--- config.mk ---
export PLATFORM = sky130hd
export DESIGN_NAME = cordic_sum_sequencer
export DESIGN_NICKNAME = d
export VERILOG_FILES = /design/src/rtl/cordic_seq_pkg.sv /design/src/rtl/cordic_sum_sequencer_watchdog.sv /design/src/rtl/cordic_sum_sequencer.sv
export SDC_FILE = /design/constraint.sdc
export NUM_CORES = 1
export LEC_CHECK = 0
export BUFFER_PORTS_ARGS = -buffer_cell sky130_fd_sc_hd__buf_4
export CORE_MARGIN = 2
export CORE_UTILIZATION = 52
export CTS_BUF_LIST = sky130_fd_sc_hd__clkbuf_4
export DETAILED_ROUTE_END_ITERATION = 10
export PLACE_DENSITY = 0.93
export SLEW_MARGIN = 20
export SYNTH_ARGS = -nofsm -noshare
export SYNTH_HDL_FRONTEND = slang
export SYNTH_HIERARCHICAL = 1
export SYNTH_SLANG_ARGS = --single-unit
export TNS_END_PERCENT = 10
--- constraint.sdc ---
create_clock -name clk -period 2.9 [get_ports clk]
set_input_delay 0 -clock clk [delete_from_list [all_inputs] [get_ports clk]]
set_output_delay 0 -clock clk [all_outputs]
set_load 0.01 [all_outputs]
--- src/rtl/cordic_seq_pkg.sv ---
// rtl/cordic_seq_pkg.sv - shared types and constants for the CORDIC sum sequencer
package cordic_seq_pkg;

  typedef enum logic [3:0] {
    S_IDLE,
    S_A_ISSUE,
    S_A_WAIT,
    S_B_ISSUE,
    S_B_WAIT,
    S_ADD_ISSUE,
    S_ADD_WAIT,
    S_DONE,
    S_ERR
  } seq_state_t;

  localparam logic [31:0] QNAN = 32'h7FC0_0000;
  localparam int          WD_W = 16;

endpackage

--- src/rtl/cordic_sum_sequencer_watchdog.sv ---
// rtl/cordic_sum_sequencer_watchdog.sv - per-phase wait counter shared by all WAIT states
module phase_watchdog #(
  parameter int W = 16
) (
  input  logic         clk,
  input  logic         reset_n,
  input  logic         clear,
  input  logic         enable,
  input  logic [W-1:0] limit,
  output logic         expired
);

  logic [W-1:0] count_q;
  logic [W-1:0] count_d;

  always_comb begin
    count_d = count_q;
    if (clear) begin
      count_d = '0;
    end else if (enable) begin
      count_d = count_q + 1'b1;
    end
  end

  always_ff @(posedge clk or negedge reset_n) begin
    if (!reset_n) begin
      count_q <= '0;
    end else begin
      count_q <= count_d;
    end
  end

  // The owning phase leaves its WAIT state on expiry, so the counter never runs past limit.
  assign expired = enable && (count_q == limit);

endmodule

--- src/rtl/cordic_sum_sequencer.sv ---
// rtl/cordic_sum_sequencer.sv - time-shares one CORDIC core and one adder to return f(a)+f(b)
module cordic_sum_sequencer
  import cordic_seq_pkg::*;
#(
  parameter int unsigned MAX_WAIT = 255
) (
  input  logic        clk,
  input  logic        reset_n,
  input  logic        start,
  input  logic [31:0] dataa,
  input  logic [31:0] datab,
  output logic [31:0] result,
  output logic        done,
  output logic        error,
  output logic        busy,
  output logic        cordic_start,
  output logic [31:0] cordic_data,
  input  logic [31:0] cordic_result,
  input  logic        cordic_done,
  output logic        add_enable,
  output logic [31:0] add_dataa,
  output logic [31:0] add_datab,
  input  logic [31:0] add_result,
  input  logic        add_done
);

  localparam logic [WD_W-1:0] WD_LIMIT = WD_W'(MAX_WAIT - 1);

  seq_state_t  state_q, state_d;
  logic [31:0] op_b_q, op_b_d;
  logic [31:0] cordic_data_q, cordic_data_d;
  logic [31:0] add_dataa_q, add_dataa_d;
  logic [31:0] add_datab_q, add_datab_d;
  logic [31:0] result_q, result_d;
  logic        error_q, error_d;

  logic        in_wait;
  logic        wd_expired;

  assign in_wait = (state_q == S_A_WAIT) || (state_q == S_B_WAIT) || (state_q == S_ADD_WAIT);

  phase_watchdog #(
    .W(WD_W)
  ) u_watchdog (
    .clk     (clk),
    .reset_n (reset_n),
    .clear   (!in_wait),
    .enable  (in_wait),
    .limit   (WD_LIMIT),
    .expired (wd_expired)
  );

  // op_a is loaded straight into cordic_data, which then holds it for the whole A phase.
  always_comb begin
    state_d       = state_q;
    op_b_d        = op_b_q;
    cordic_data_d = cordic_data_q;
    add_dataa_d   = add_dataa_q;
    add_datab_d   = add_datab_q;
    result_d      = result_q;
    error_d       = error_q;

    unique case (state_q)
      S_IDLE: begin
        if (start) begin
          cordic_data_d = dataa;
          op_b_d        = datab;
          error_d       = 1'b0;
          state_d       = S_A_ISSUE;
        end
      end
      S_A_ISSUE: state_d = S_A_WAIT;
      S_A_WAIT: begin
        if (cordic_done) begin
          add_dataa_d   = cordic_result;
          cordic_data_d = op_b_q;
          state_d       = S_B_ISSUE;
        end else if (wd_expired) begin
          state_d = S_ERR;
        end
      end
      S_B_ISSUE: state_d = S_B_WAIT;
      S_B_WAIT: begin
        if (cordic_done) begin
          add_datab_d = cordic_result;
          state_d     = S_ADD_ISSUE;
        end else if (wd_expired) begin
          state_d = S_ERR;
        end
      end
      S_ADD_ISSUE: state_d = S_ADD_WAIT;
      S_ADD_WAIT: begin
        if (add_done) begin
          result_d = add_result;
          state_d  = S_DONE;
        end else if (wd_expired) begin
          state_d = S_ERR;
        end
      end
      S_DONE:  state_d = S_IDLE;
      S_ERR:   state_d = S_IDLE;
      default: state_d = S_IDLE;
    endcase

    if ((state_d == S_ERR) && (state_q != S_ERR)) begin
      result_d = QNAN;
      error_d  = 1'b1;
    end
  end

  always_ff @(posedge clk or negedge reset_n) begin
    if (!reset_n) begin
      state_q       <= S_IDLE;
      op_b_q        <= '0;
      cordic_data_q <= '0;
      add_dataa_q   <= '0;
      add_datab_q   <= '0;
      result_q      <= '0;
      error_q       <= 1'b0;
    end else begin
      state_q       <= state_d;
      op_b_q        <= op_b_d;
      cordic_data_q <= cordic_data_d;
      add_dataa_q   <= add_dataa_d;
      add_datab_q   <= add_datab_d;
      result_q      <= result_d;
      error_q       <= error_d;
    end
  end

  assign busy         = (state_q != S_IDLE);
  assign done         = (state_q == S_DONE) || (state_q == S_ERR);
  assign cordic_start = (state_q == S_A_ISSUE) || (state_q == S_B_ISSUE);
  assign add_enable   = (state_q == S_ADD_ISSUE);
  assign cordic_data  = cordic_data_q;
  assign add_dataa    = add_dataa_q;
  assign add_datab    = add_datab_q;
  assign result       = result_q;
  assign error        = error_q;

endmodule

==> impl_results.md, run 1 <==
- Result of the run: complete, no violations
- Share of synthesized registers carrying an async set or reset: 100%
- Area share of the largest cell type after synthesis: approximately 57%
- First-pass iteration count of the detailed router: 7
- Largest net degree at the start of global routing: 62
- Count of buffers inserted at the top-level ports: 265
- Yosys warning total: 6
- Clock network power share: a little over an eighth
- Horizontal extent of the die: 128 microns
- Clock sinks: ~180
- Total internal power: around 7.2 mW
- Post-layout power: roughly 11 mW
- Number of endpoints failing setup at the final stage: 0
- R2r endpoint: result[27]
- Dominant cell type by area after synthesis: sky130_fd_sc_hd__dfrtp_1
- Cell-by-cell trace of the critical path: buf_4 -> nand2b_1 -> a31oi_1 -> o22ai_1 -> dlygate4sd3_1
- Commonest non-fill, non-tap cell in the layout: sky130_fd_sc_hd__buf_4
- Number of global-route vias before repair: 7,628
- CTS buffer count: 17
- Worst slew pin tran: 1080 ps
- Routability congestion estimate from global placement: 0.867
- Post-route DRC: 0
- Leakage power figure: 5.49 nW
- Reg-to-reg startpoint: state_q[2]
- Minimum period implied by the final worst setup slack: 2770 ps
- Unrepaired setup endpoints after global routing: no
- Post-synth cell types: 49
- TNS Setup: 0 ps
- Maximum achievable frequency: 0.360 GHz
- Detail Placement HPWL: 14,000 microns
- # H-tree levels: 4
- Cell with the biggest individual delay on the critical path: sky130_fd_sc_hd__a31oi_1
- Worst vdd ir: 0.517 mV
- Commonest cells after routing, fill and taps aside: sky130_fd_sc_hd__buf_4 (279), sky130_fd_sc_hd__dfrtp_1 (181), sky130_fd_sc_hd__dlygate4sd3_1 (165)
- Critical Setup Path Class: reg -> reg
- Root buffer cell: sky130_fd_sc_hd__clkbuf_4
- Setup crit start kind: flop
- Sw Share: 37.1%
- Clock latency at the later pin of the worst-skew pair: 600 ps
- Maximum capacitance violations: 0
- Part of the cycle the worst path needs: 95.7%
- Number of enable flip-flop cells after synthesis: 0
- Number of nets with antenna violations after detailed routing: 0
- Area overhead of the layout relative to synthesis: 52.8%
- Overall overflow remaining after global route: 0
- Nets@finish: between 1,000 and 1,500
- Most used flip-flop cell after synthesis: sky130_fd_sc_hd__dfrtp_1
- Portion of the post-synthesis area used by sequential elements: 56.8%
- Count of buffers added by post-CTS timing repair for setup: 0
- Starting Density: a little over half
- Worst Skew: 28.3 ps
- Min-Delay Path Depth: 3
- Core outline area: between 0.015 and 0.02 sq mm
- Via-to-Cell Ratio: 5.59
- Synthesized area: 0.00798 sq mm
- Power spent charging and discharging nets: roughly 4.2 mW
- Required time of the critical path: 3400 ps
- Arrival time at the worst endpoint: 3270 ps
- Combinational Power Share: approximately 47%
- Endpoint of the worst hold-timing path: op_b_q[12]
- Mean cell area of the mapped netlist: roughly 13 sq um
- FF+latch count, synth: 181
- Die footprint: around 0.016 sq mm
- Synthesized instance count: 611
- Number of standard cells in the final layout excluding fillers: 1,250
- Power per cell area: 934 mW/mm^2
- Relative slew slack: between 20% and 30%
- Final max-slew violation count: 0
- Top post-synthesis cells by area: sky130_fd_sc_hd__dfrtp_1 (57%), sky130_fd_sc_hd__mux2_2 (22%), sky130_fd_sc_hd__xnor2_1 (2.4%)
- CP Max Fanout: 11
- Drt total wl: 26,900 microns
- Maximum root-to-sink buffer count: 2
- Hold path startpoint: datab[12]
- Violation count after the first detailed-routing iteration: 517
- Initial antenna violation count: 1
- Share of final-layout standard cells stronger than drive strength 1: 45.1%
- Critical path endpoint category: flop
- Global-route usage over all layers: 33.3%
- Slack of the worst reg-to-reg path: 130 ps
- I/O pin total: 266
- Worst r2r path cells: 5
- Row cnt: 45
- Slowest cell delay on critical path: between 800 and 900 ps
- CTS tree: done
- Final hold violation count: 0
- Part of the power in registers: about two fifths
- Placed insts: 1,051
- Vertical extent of the die: between 100 and 150 microns
- Final routed wire length divided by cell count: between 20 and 25 microns
- Clk pin slew, worst setup/hold paths: 160 ps
- Hold Path Class: in -> reg
- Wire length of the first global-routing pass: 41,400 microns
- Routed via count: about 7,000
-- critical path: cells and delay by family, from the launching register on --
family	cells	cell delay (ps)
compound gates	2	1120
buf+inv	2	860
flops	1	510
simple gates	1	200
-- logic make-up after synthesis --
kind of cell,count (synthesis),share of synthesized area (%)
buf+inv,49,2.90
flops,181,56.8
other cells,2,0.0942
simple gates,104,7.37
fa+ha+maj,1,0.157
xor+xnor,28,3.07
mux,165,23.2
compound gates,81,6.38
-- through the flow --
stage | util, % | cell area [sq um] | setup slack (ps) | hold WS [ps]
after detailed placement | 67.7 | 10200 | 670 | 24.7
after CTS | 80.7 | 12200 | 312 | 140
after floorplan | - | 8030 | 532 | -296
after global routing | 80.8 | 12200 | 39.4 | 150
final | 80.8 | 12200 | 125 | 167
after global placement | 67.7 | 10200 | 659 | 18.5
-- metal layers --
layer  GRT usage [%]  part of all wire (%)
met3            6.47                   5.6
met5               0                     0
met4            16.8                   4.7
met2            60.9                    53
met1            36.9                    36
-- Yosys cell counts, types with 2 or more instances --
cell type	n
sky130_fd_sc_hd__nand2b_1	3
sky130_fd_sc_hd__nor3_1	13
sky130_fd_sc_hd__a21oi_1	11
sky130_fd_sc_hd__a31oi_1	2
sky130_fd_sc_hd__mux2_2	154
sky130_fd_sc_hd__a22o_1	2
sky130_fd_sc_hd__inv_1	6
sky130_fd_sc_hd__nand2_1	10
sky130_fd_sc_hd__o21ai_1	3
sky130_fd_sc_hd__buf_2	26
sky130_fd_sc_hd__dfrtp_1	181
sky130_fd_sc_hd__conb_1	2
sky130_fd_sc_hd__xor2_1	6
sky130_fd_sc_hd__nor3b_1	3
sky130_fd_sc_hd__nor4_1	6
sky130_fd_sc_hd__xnor2_1	22
sky130_fd_sc_hd__nand4_1	6
sky130_fd_sc_hd__a22oi_1	24
sky130_fd_sc_hd__mux2i_1	4
sky130_fd_sc_hd__o21ai_0	22
sky130_fd_sc_hd__nor2b_1	2
sky130_fd_sc_hd__o22ai_1	11
sky130_fd_sc_hd__clkbuf_1	14
sky130_fd_sc_hd__nor2_1	20
sky130_fd_sc_hd__nand3_1	28
sky130_fd_sc_hd__mux2_1	7
-- worst max-delay path by stage --
| stage | startpoint | end | slack [ps] | depth (start not counted) |
|---|---|---|---|---|
| floorplan | state_q[0] | state_q[2] | 530 | 9 |
| global placement | u_watchdog/count_q[13] | state_q[2] | 660 | 8 |
| detailed placement | u_watchdog/count_q[13] | state_q[2] | 670 | 8 |
| CTS | state_q[2] | result[23] | 310 | 5 |
| global route | u_watchdog/count_q[8] | result[27] | 40 | 8 |
| finish | state_q[2] | result[27] | 130 | 5 |
-- power groups by stage --
stage               Clock, mW  Combinational [mW]  Sequential, mW
global placement            0                4.70            4.34
finish                   1.51                5.37            4.50
CTS                      1.50                5.17            4.36
floorplan                   0                2.29            4.70
global route             1.63                5.69            4.60
detailed placement          0                4.88            4.40
-- flip-flops by register name (all words and copies together) (netlist names) --
register            flops
cordic_data            32
result                 32
op_b_q                 32
add_dataa              32
error                   1
add_datab              32
state_q                 4
u_watchdog/count_q     16
-- area by class of cell --
type / count / area, sq um
Multi-Input combinational cell: 395 / 3300
Clock inverter: 15 / 168
Fill cell: 806 / 2900
Sequential cell: 181 / 4530
Inverter: 6 / 22.5
Tap cell: 188 / 235
Antenna cell: 1 / 2.50
Timing Repair Buffer: 447 / 3800
Clock buffer: 17 / 128
-- repair_timing --
item	CTS	global route
setup endpoints to repair	0	0
hold buffers	166	0
endpoints found under the hold margin	344	0
resized for setup	0	0
Note: power is estimated with default switching activity, not from simulation.
==> inputs of run 2 (changes only) <==
--- a/config.mk
+++ b/config.mk
@@ -6,9 +6,11 @@
 export NUM_CORES = 1
 export LEC_CHECK = 0
 export BUFFER_PORTS_ARGS = -buffer_cell sky130_fd_sc_hd__buf_4
+export CORE_ASPECT_RATIO = 1.75
 export CORE_MARGIN = 2
 export CORE_UTILIZATION = 52
 export CTS_BUF_LIST = sky130_fd_sc_hd__clkbuf_4
+export CTS_CLUSTER_SIZE = 10
 export DETAILED_ROUTE_END_ITERATION = 10
 export PLACE_DENSITY = 0.93
 export SLEW_MARGIN = 20
==> impl_results.md, run 2 (synthesis results as in run 1) <==
- Initial antenna violation count: 4 (was 1)
- Final Worst Setup Slack: 238 ps (was 125 ps)
- Clock sinks: 181 (unchanged)
- GR peak layer: met2 (unchanged)
- Count of buffers added by post-CTS timing repair for setup: 0 (unchanged)
- Violation count after the first detailed-routing iteration: 370 (was 517)
- Leakage power figure: 5.48 nW (was 5.49 nW)
- Wire length of the first global-routing pass: 42,600 microns (was 41,400 microns)
- Drt total wl: 27,300 microns (was 26,900 microns)
- Largest net degree at the start of global routing: 66 (was 62)
- Area overhead of the layout relative to synthesis: 52.3% (was 52.8%)
- First-pass iteration count of the detailed router: 6 (was 7)
- Root buffer cell: sky130_fd_sc_hd__clkbuf_4 (unchanged)
- Setup crit start kind: flop (unchanged)
- Final routed wire length divided by cell count: 21.9 microns (was 21.5 microns)
- Result of the run: complete, no violations (unchanged)
- Maximum root-to-sink buffer count: 2 (unchanged)
- Arrival time at the worst endpoint: 3160 ps (was 3270 ps)
- Clock latency at the later pin of the worst-skew pair: 580 ps (was 600 ps)
- Hold path startpoint: datab[19] (was datab[12])
- TNS Setup: 0 ps (unchanged)
- Overall overflow remaining after global route: 0 (unchanged)
- Share of final-layout standard cells stronger than drive strength 1: 45.0% (was 45.1%)
- Power per cell area: 925 mW/mm^2 (was 934 mW/mm^2)
- Horizontal extent of the die: 97.6 microns (was 128 microns)
- Post-layout power: 11.2 mW (was 11.4 mW)
- Number of global-route vias before repair: 7,748 (was 7,628)
- Final hold violation count: 0 (unchanged)
- Critical path endpoint category: flop (unchanged)
- Relative slew slack: 26.1% (was 27.6%)
- Met2 usage: 61.9% (was 60.9%)
- I/O pin total: 266 (unchanged)
- Total internal power: 6.99 mW (was 7.16 mW)
- Global routing met3 resource utilization: 6.02% (was 6.47%)
- Detail Placement HPWL: 14,500 microns (was 14,000 microns)
- Unrepaired setup endpoints after global routing: no (unchanged)
- Reg-to-reg startpoint: u_watchdog/count_q[13] (was state_q[2])
- Final max-slew violation count: 0 (unchanged)
- CTS tree: done (unchanged)
- Commonest non-fill, non-tap cell in the layout: sky130_fd_sc_hd__buf_4 (unchanged)
- Nets@finish: 1,182 (unchanged)
- CP Max Fanout: 10 (was 11)
- Core outline area: 0.0149 sq mm (was 0.0151 sq mm)
- Part of the power in registers: 39.9% (was 39.5%)
- Launch point of the worst path: u_watchdog/count_q[13] (was state_q[2])
- # H-tree levels: 4 (unchanged)
- Routability congestion estimate from global placement: 0.853 (was 0.867)
- Worst slew pin tran: 1100 ps (was 1080 ps)
- Post-route DRC: 0 (unchanged)
- CTS buffer count: 17 (unchanged)
- Critical Setup Path Class: reg -> reg (unchanged)
- Row cnt: 59 (was 45)
- Required time of the critical path: 3400 ps (about the same)
- Maximum capacitance violations: 0 (unchanged)
- Clock network power share: 11.9% (was 13.3%)
- Sw Share: 37.7% (was 37.1%)
- Die footprint: 0.0164 sq mm (was 0.0163 sq mm)
- Starting Density: 53.5% (was 52.9%)
- Routed via count: 7,141 (was 6,986)
- Hold Path Class: in -> reg (unchanged)
- Number of nets with antenna violations after detailed routing: 0 (unchanged)
- Count of buffers inserted at the top-level ports: 265 (unchanged)
- Minimum period implied by the final worst setup slack: 2660 ps (was 2770 ps)
- Part of the cycle the worst path needs: 91.8% (was 95.7%)
- Combinational Power Share: 48.3% (was 47.2%)
- Pre-CTS setup slack: 518 ps (was 670 ps)
- Global-route usage over all layers: 33.5% (was 33.3%)
- Vertical extent of the die: 168 microns (was 128 microns)
- Number of endpoints failing setup at the final stage: 0 (unchanged)
- Clk pin slew, worst setup/hold paths: 190 ps (was 160 ps)
- Worst Skew: 37.3 ps (was 28.3 ps)
- Worst vdd ir: 0.656 mV (was 0.517 mV)
- Power spent charging and discharging nets: 4.24 mW (was 4.23 mW)
- Via-to-Cell Ratio: 5.72 (was 5.59)
- Commonest cells after routing, fill and taps aside: sky130_fd_sc_hd__buf_4 (279), sky130_fd_sc_hd__dfrtp_1 (181), sky130_fd_sc_hd__dlygate4sd3_1 (165) (unchanged)
- Maximum achievable frequency: 0.376 GHz (was 0.360 GHz)
- GRT met1 Usage: 35.8% (was 36.9%)
run 2: changes by cell type in the layout (fill, tap and decap cells not counted), sizes merged:
cell,delta
clkinv,+3
diode,+3
bufinv,-2
clkinvlp,-2
inv,+1
run 2: power groups by stage:
stage,combinational (mW),clock (mW),sequential (mW)
final,5.42,1.33,4.47
after global routing,5.70,1.44,4.59
after CTS,5.19,1.31,4.33
after detailed placement,4.90,0,4.39
after global placement,4.75,0,4.31
after floorplan,2.29,0,4.70
run 2: worst max-delay path, cell delays in order, from the launching register on:
cell	delay, ps
sky130_fd_sc_hd__dfrtp_1	450
sky130_fd_sc_hd__xor2_1	180
sky130_fd_sc_hd__nor4_1	280
sky130_fd_sc_hd__nand4_1	140
sky130_fd_sc_hd__nor4_1	240
sky130_fd_sc_hd__buf_4	170
sky130_fd_sc_hd__nand2_1	260
sky130_fd_sc_hd__o22ai_1	290
sky130_fd_sc_hd__dlygate4sd3_1	590
run 2: stage by stage:
stage                     util [%]  cell area [sq um]  instances  hold WS (ps)
after floorplan                  -               8030        625          -296
after global placement        68.4              10200       1046          36.5
after detailed placement      68.4              10200       1046          40.3
after CTS                     81.4              12100       1244           160
after global routing          81.4              12100       1248           149
final                         81.4              12100       1248           185
run 2: cell type report:
class	count	area (sq um)
Fill cell	792	2770
Clock buffer	17	128
Sequential cell	181	4530
Multi-Input combinational cell	395	3300
Inverter	6	22.5
Timing Repair Buffer	447	3800
Antenna cell	4	10.0
Clock inverter	15	123
Tap cell	183	229
run 2: worst paths after layout:
kind | cells past startpoint | end | slack (ps)
worst min register to register | 1 | op_b_q[25] | 520
worst max-delay path | 8 | result[23] | 240
worst min-delay path | 3 | op_b_q[19] | 180
max in group asynchronous | 4 | op_b_q[25] | 1840
min in group asynchronous | 3 | u_watchdog/count_q[4] | 390
worst max register to register | 8 | result[23] | 240
run 2: repair_timing:
| item | 4_1_cts | 5_1_grt |
|---|---|---|
| hold buffers | 166 | 0 |
| endpoints found under the setup margin | 0 | 4 |
| gates resized for setup | 0 | 1 |
| endpoints found under the hold margin | 344 | 0 |
run 2: routing by layer:
metal	wire length, microns	up-vias
met2	15100	398
met4	1690	0
li1	-	3073
met5	0	-
met3	1480	120
met1	9010	3550
